**config.mk**
```make
export PLATFORM = sky130hd
export DESIGN_NAME = muldiv_unit
export DESIGN_NICKNAME = d
export VERILOG_FILES = /design/src/rtl/muldiv_unit.sv
export SDC_FILE = /design/constraint.sdc
export NUM_CORES = 1
export LEC_CHECK = 0
export CORE_MARGIN = 4
export CORE_UTILIZATION = 51
export CTS_CLUSTER_DIAMETER = 120
export DETAILED_ROUTE_END_ITERATION = 8
export PLACE_DENSITY = 0.7
export SLEW_MARGIN = 20
export SYNTH_ARGS = -nofsm -noshare
export SYNTH_HDL_FRONTEND = slang
export SYNTH_SLANG_ARGS = --single-unit
```
**constraint.sdc**
```tcl
create_clock -name clk -period 5.8 [get_ports clk]
set_clock_uncertainty 0.1 [all_clocks]
set_input_delay 1.16 -clock clk [delete_from_list [all_inputs] [get_ports clk]]
set_output_delay 1.16 -clock clk [all_outputs]
set_load 0.03 [all_outputs]
```
**src/rtl/muldiv_unit.sv**
```systemverilog
// Iterative RV32M multiply/divide unit: 32-step shift-add multiply and restoring divide,
// with sign handling, divide-by-zero/overflow fast path and a one-cycle register-file write strobe.
module muldiv_unit #(
    parameter int XLEN = 32
) (
    input  logic            clk,
    input  logic            rst_n,
    input  logic            start,
    input  logic [2:0]      funct3,
    input  logic [XLEN-1:0] op_a,
    input  logic [XLEN-1:0] op_b,
    input  logic [4:0]      rd_in,
    input  logic            kill,
    output logic            busy,
    output logic            done,
    output logic [XLEN-1:0] result,
    output logic [4:0]      rd_out,
    output logic            wr_ena
);

    typedef enum logic [1:0] {IDLE, CALC, FIN} state_t;

    localparam logic [XLEN-1:0] MIN_INT = {1'b1, {(XLEN-1){1'b0}}};

    state_t            state;
    logic [2:0]        op;
    logic [4:0]        rd_reg;
    logic              sign_a;
    logic              sign_b;
    logic [5:0]        count;
    logic [XLEN-1:0]   work;     // multiplier (shifted right) or dividend/quotient (shifted left)
    logic [2*XLEN-1:0] mcand;    // multiplicand shifted left; low half is the divisor for divides
    logic [2*XLEN-1:0] prod;
    logic [XLEN:0]     rem;

    logic              signed_a;
    logic              signed_b;
    logic              neg_a;
    logic              neg_b;
    logic [XLEN-1:0]   mag_a;
    logic [XLEN-1:0]   mag_b;
    logic [XLEN:0]     shifted;
    logic [XLEN+1:0]   diff;
    logic [2*XLEN-1:0] prod_fix;
    logic [XLEN-1:0]   quo_fix;
    logic [XLEN-1:0]   rem_fix;
    logic [XLEN-1:0]   sel;

    always_comb begin
        signed_a = (funct3 == 3'b001) || (funct3 == 3'b010) ||
                   (funct3 == 3'b100) || (funct3 == 3'b110);
        signed_b = (funct3 == 3'b001) || (funct3 == 3'b100) || (funct3 == 3'b110);
        neg_a    = signed_a && op_a[XLEN-1];
        neg_b    = signed_b && op_b[XLEN-1];
        mag_a    = neg_a ? (~op_a + 1'b1) : op_a;
        mag_b    = neg_b ? (~op_b + 1'b1) : op_b;
    end

    // One restoring-division step: bring in the next dividend bit, trial-subtract the divisor.
    always_comb begin
        shifted = {rem[XLEN-1:0], work[XLEN-1]};
        diff    = {1'b0, shifted} - {2'b00, mcand[XLEN-1:0]};
    end

    always_comb begin
        prod_fix = (sign_a ^ sign_b) ? (~prod + 1'b1) : prod;
        quo_fix  = (sign_a ^ sign_b) ? (~work + 1'b1) : work;
        rem_fix  = sign_a ? (~rem[XLEN-1:0] + 1'b1) : rem[XLEN-1:0];
        case (op)
            3'b000:                 sel = prod_fix[XLEN-1:0];
            3'b001, 3'b010, 3'b011: sel = prod_fix[2*XLEN-1:XLEN];
            3'b100, 3'b101:         sel = quo_fix;
            default:                sel = rem_fix;
        endcase
    end

    always_ff @(posedge clk or negedge rst_n) begin
        if (!rst_n) begin
            state  <= IDLE;
            op     <= 3'b000;
            rd_reg <= 5'd0;
            sign_a <= 1'b0;
            sign_b <= 1'b0;
            count  <= 6'd0;
            work   <= '0;
            mcand  <= '0;
            prod   <= '0;
            rem    <= '0;
            busy   <= 1'b0;
            done   <= 1'b0;
            wr_ena <= 1'b0;
            result <= '0;
            rd_out <= 5'd0;
        end else begin
            done   <= 1'b0;
            wr_ena <= 1'b0;
            case (state)
                IDLE: begin
                    if (start && !kill) begin
                        op     <= funct3;
                        rd_reg <= rd_in;
                        count  <= 6'd0;
                        prod   <= '0;
                        busy   <= 1'b1;
                        // Special cases carry final values with signs cleared so FIN passes them through.
                        if (funct3[2] && (op_b == '0)) begin
                            work   <= '1;
                            rem    <= {1'b0, op_a};
                            sign_a <= 1'b0;
                            sign_b <= 1'b0;
                            state  <= FIN;
                        end else if (funct3[2] && !funct3[0] &&
                                     (op_a == MIN_INT) && (op_b == '1)) begin
                            work   <= MIN_INT;
                            rem    <= '0;
                            sign_a <= 1'b0;
                            sign_b <= 1'b0;
                            state  <= FIN;
                        end else begin
                            work   <= mag_a;
                            mcand  <= {{XLEN{1'b0}}, mag_b};
                            rem    <= '0;
                            sign_a <= neg_a;
                            sign_b <= neg_b;
                            state  <= CALC;
                        end
                    end
                end
                CALC: begin
                    if (kill) begin
                        busy  <= 1'b0;
                        state <= IDLE;
                    end else begin
                        if (op[2]) begin
                            if (!diff[XLEN+1]) begin
                                rem  <= diff[XLEN:0];
                                work <= {work[XLEN-2:0], 1'b1};
                            end else begin
                                rem  <= shifted;
                                work <= {work[XLEN-2:0], 1'b0};
                            end
                        end else begin
                            prod  <= prod + (work[0] ? mcand : '0);
                            mcand <= {mcand[2*XLEN-2:0], 1'b0};
                            work  <= {1'b0, work[XLEN-1:1]};
                        end
                        count <= count + 6'd1;
                        if (count == 6'd31) begin
                            state <= FIN;
                        end
                    end
                end
                FIN: begin
                    busy  <= 1'b0;
                    state <= IDLE;
                    if (!kill) begin
                        result <= sel;
                        rd_out <= rd_reg;
                        done   <= 1'b1;
                        wr_ena <= (rd_reg != 5'd0);
                    end
                end
                default: begin
                    busy  <= 1'b0;
                    state <= IDLE;
                end
            endcase
        end
    end

endmodule
```
==> impl_metrics.prom <==
# TYPE chip_impl_metric gauge
chip_impl_metric{name="port_buffers",unit=""} 115
chip_impl_metric{name="dpl_worst_slack",unit="ns"} 0.860
chip_impl_metric{name="worstSkewPairLatency",unit="ns"} 0.59
chip_impl_metric{name="areaGrowthSynthToFinish",unit="%"} 12.3
chip_impl_metric{name="dr_vias",unit=""} 21668
chip_impl_info{name="worst_setup_path_end_kind",value="register"} 1
chip_impl_metric{name="switchingPower",unit="uW"} 5380
chip_impl_metric{name="power-per-cell-area",unit="mW/mm2"} 461
chip_impl_info{name="reg.largest.list",value="mcand: 64 flops, prod: 64 flops"} 1
chip_impl_metric{name="crit_fanout",unit=""} 21
chip_impl_metric{name="wire_length_of_the_first_global_routing_pass",unit="um"} 118000
chip_impl_metric{name="totalWireLength",unit="um"} 76400
chip_impl_metric{name="maxSlewViolCount",unit=""} 0
chip_impl_metric{name="antenna_violations_before_repair",unit=""} 1
chip_impl_metric{name="synth-async-reset-ratio",unit="%"} 100
chip_impl_metric{name="drt-wirelength-per-cell",unit="um"} 22.3
chip_impl_metric{name="grt_start_max_net_pins",unit=""} 123
chip_impl_metric{name="drv.max_cap_violation_count",unit=""} 0
chip_impl_metric{name="synth-seq-area-share",unit="%"} 28.9
chip_impl_metric{name="power_frac_comb",unit="%"} 54.0
chip_impl_metric{name="path_clk_slew",unit="ns"} 0.06
chip_impl_metric{name="yosysWarnings",unit=""} 0
chip_impl_metric{name="place_hpwl",unit="um"} 58300
chip_impl_metric{name="initial_core_utilization",unit="%"} 51.6
chip_impl_metric{name="chip_height",unit="um"} 214
chip_impl_metric{name="globalRouteOverflowTotal",unit=""} 0
chip_impl_metric{name="power_switching_share",unit="%"} 48.0
chip_impl_metric{name="post_synth_inst_count",unit=""} 2860
chip_impl_info{name="ys.flop_type",value="sky130_fd_sc_hd__dfrtp_1"} 1
chip_impl_metric{name="core_area",unit="mm2"} 0.0419
chip_impl_metric{name="p_seq_share",unit="%"} 26.0
chip_impl_metric{name="die-width",unit="um"} 214
chip_impl_metric{name="final_layout_size_suffix_gt1_share",unit="%"} 4.32
chip_impl_metric{name="drtPass1Iterations",unit=""} 8
chip_impl_metric{name="globalRouteTotalUtil",unit="%"} 31.9
chip_impl_info{name="setup.worst_path.class",value="reg -> reg"} 1
chip_impl_metric{name="worst_slew_pin_slew",unit="ns"} 1.16
chip_impl_metric{name="fmax",unit="MHz"} 209
chip_impl_metric{name="numCtsBuffers",unit=""} 31
chip_impl_info{name="layout_common_cells",value="413 x sky130_fd_sc_hd__nand2_1, 292 x sky130_fd_sc_hd__a21oi_1, 258 x sky130_fd_sc_hd__nor2_1, 253 x sky130_fd_sc_hd__o21ai_0, 249 x sky130_fd_sc_hd__dfrtp_1"} 1
chip_impl_metric{name="grt_pass1_vias",unit=""} 20083
chip_impl_metric{name="arr_time_crit_path",unit="ns"} 5.12
chip_impl_info{name="netlist.top_cell.by_area",value="sky130_fd_sc_hd__dfrtp_1"} 1
chip_impl_info{name="worstSetupStartpoint",value="work[0]"} 1
chip_impl_metric{name="required_time_at_the_endpoint_of_the_critical_path",unit="ns"} 6.13
chip_impl_metric{name="gp_routability_congestion",unit=""} 0.986
chip_impl_metric{name="fin_nets",unit=""} 3048
chip_impl_metric{name="cts-htree-levels",unit=""} 1
chip_impl_metric{name="hold_buffers",unit=""} 0
chip_impl_metric{name="share_clk_of_total_power",unit="%"} 20.0
chip_impl_metric{name="leakage_dissipation",unit="uW"} 0.0106
chip_impl_metric{name="timing.setup.tns",unit="ns"} 0
chip_impl_metric{name="vdd.ir_drop.worst",unit="mV"} 0.274
chip_impl_info{name="run_status",value="completed"} 1
chip_impl_metric{name="synth-seq-cells",unit=""} 250
chip_impl_metric{name="timing_hold_violations_final",unit=""} 0
chip_impl_metric{name="cts_buffer_depth",unit=""} 3
chip_impl_info{name="tritoncts",value="yes"} 1
chip_impl_metric{name="placementRows",unit=""} 75
chip_impl_metric{name="floorplan.io_pins",unit=""} 116
chip_impl_info{name="hold_path.startpoint",value="result[8]"} 1
chip_impl_metric{name="total_power",unit="uW"} 11200
chip_impl_metric{name="fp.dieArea",unit="mm2"} 0.0458
chip_impl_metric{name="synth_largest_type_area_fraction",unit="%"} 28.9
chip_impl_metric{name="report.final.setup_viol",unit=""} 0
chip_impl_metric{name="cts.repair.resized",unit=""} 0
chip_impl_metric{name="slew_headroom",unit="%"} 22.9
chip_impl_metric{name="layout_min_cycle_time",unit="ns"} 4.79
chip_impl_metric{name="detail_route.vias_per_cell",unit=""} 6.31
chip_impl_metric{name="synth.net_count",unit=""} 3040
chip_impl_metric{name="post-route-period-util",unit="%"} 82.5
chip_impl_metric{name="post-cts-setup-buffers",unit=""} 0
chip_impl_metric{name="final.setup.worst_slack",unit="ns"} 1.01
chip_impl_metric{name="drcViolationCount",unit=""} 0
chip_impl_info{name="min_path_type",value="reg -> reg"} 1
chip_impl_metric{name="synth_edf_count",unit=""} 0
chip_impl_metric{name="detail-route-antenna-nets",unit=""} 0
chip_impl_metric{name="distinct_cell_type_count_of_the_synthesized_netlist",unit=""} 80
chip_impl_info{name="critical_path.reg2reg.startpoint",value="work[0]"} 1
chip_impl_metric{name="total_standard_cell_area_after_synthesis",unit="mm2"} 0.0216
chip_impl_info{name="cts.root.buffer_cell",value="sky130_fd_sc_hd__clkbuf_16"} 1
chip_impl_info{name="ys_top_cells_by_area",value="sky130_fd_sc_hd__dfrtp_1 29%, sky130_fd_sc_hd__nand2_1 7.2%, sky130_fd_sc_hd__a21oi_1 6.8%"} 1
chip_impl_metric{name="tritoncts_num_sinks",unit=""} 250
chip_impl_metric{name="intPower",unit="uW"} 5830
chip_impl_metric{name="first_iter_violations",unit=""} 2279
chip_impl_info{name="worstSetupStartpointType",value="register"} 1
chip_impl_metric{name="synthesis.area_per_instance",unit="um2"} 7.57
chip_impl_info{name="setup_repair_after_global_routing_missed_its_margin",value="no"} 1
chip_impl_info{name="layout_commonest_cell",value="sky130_fd_sc_hd__nand2_1"} 1
per-layer routing:
| metal | track usage (%) | routed length, um |
|---|---|---|
| met5 | 0 | 0 |
| met4 | 8.84 | 2480 |
| met3 | 4.45 | 6800 |
| met2 | 48.1 | 32400 |
| met1 | 47.9 | 34700 |
stage by stage:
step	instance area (um2)	util, %	instances	hold slack [ns]
4_1_cts	24300	57.9	3431	0.369
6_report	24300	57.9	3432	0.368
5_1_grt	24300	57.9	3431	0.388
2_1_floorplan	21600	-	2860	0.361
3_5_place_dp	23100	55.1	3374	0.356
3_3_place_gp	23100	55.1	3374	0.359
critical path: stages, from the launching register on:
cell and delay, ns:
sky130_fd_sc_hd__dfrtp_1 0.37, sky130_fd_sc_hd__inv_1 0.65, sky130_fd_sc_hd__buf_4 0.31, sky130_fd_sc_hd__nor2_1 0.06
sky130_fd_sc_hd__ha_1 0.33, sky130_fd_sc_hd__nor2b_1 0.25, sky130_fd_sc_hd__o21ba_2 0.19, sky130_fd_sc_hd__o2111a_1 0.26
sky130_fd_sc_hd__or2_2 0.16, sky130_fd_sc_hd__a32oi_1 0.18, sky130_fd_sc_hd__a2111oi_0 0.48, sky130_fd_sc_hd__buf_4 0.20
sky130_fd_sc_hd__o21ai_0 0.07, sky130_fd_sc_hd__buf_4 0.15, sky130_fd_sc_hd__a2111oi_0 0.48, sky130_fd_sc_hd__mux2i_1 0.24
sky130_fd_sc_hd__o311ai_0 0.13
final timing paths:
check / endpoint / slack, ns / cells past startpoint
hold reg to reg: result[8] / 0.37 / 2
min in group asynchronous: mcand[59] / 0.50 / 1
setup reg to reg: prod[56] / 1.01 / 16
hold / removal: result[8] / 0.37 / 2
max in group asynchronous: rem[9] / 3.97 / 2
setup / recovery: prod[56] / 1.01 / 16
kinds of logic after synthesis:
family	Yosys count	share of synthesized area (%)
buffers and inverters	251	4.56
AOI/OAI and AO/OA	904	25.3
adders and majority gates	104	6.08
DFF	250	28.9
xor gates and xnor gates	252	10.2
and+or+nand+nor	1044	22.3
muxes	55	2.57
power by group through the flow:
stage,Sequential (uW),Clock (uW),Combinational (uW)
after floorplan,2480,0,4470
after global placement,2870,0,5820
after detailed placement,2900,0,5880
after CTS,2860,2270,5920
after global routing,2940,2350,6610
final,2910,2240,6050
cell type report:
type                    instances  area [um2]
flip-flops and latches        250        6260
multi-input cells            2359       14500
diodes                          1        2.50
repair buffers                149        1440
clock buffers                  37         848
well taps                     539         674
inverters                      77         289
fillers                      3883       17600
clock inverters                20         323
cells in the mapped netlist, types with 48 or more instances:
cell and number:
sky130_fd_sc_hd__nand4_1 48, sky130_fd_sc_hd__a21o_1 57, sky130_fd_sc_hd__inv_1 77, sky130_fd_sc_hd__nand2_1 414, sky130_fd_sc_hd__dfrtp_1 250, sky130_fd_sc_hd__nor2_1 260
sky130_fd_sc_hd__o21ai_0 253, sky130_fd_sc_hd__a21oi_1 292, sky130_fd_sc_hd__and2_1 48, sky130_fd_sc_hd__clkbuf_1 144, sky130_fd_sc_hd__xor2_1 120, sky130_fd_sc_hd__mux2i_1 51
sky130_fd_sc_hd__ha_1 102, sky130_fd_sc_hd__xnor2_1 132
Note: power is estimated with default switching activity, not from simulation.
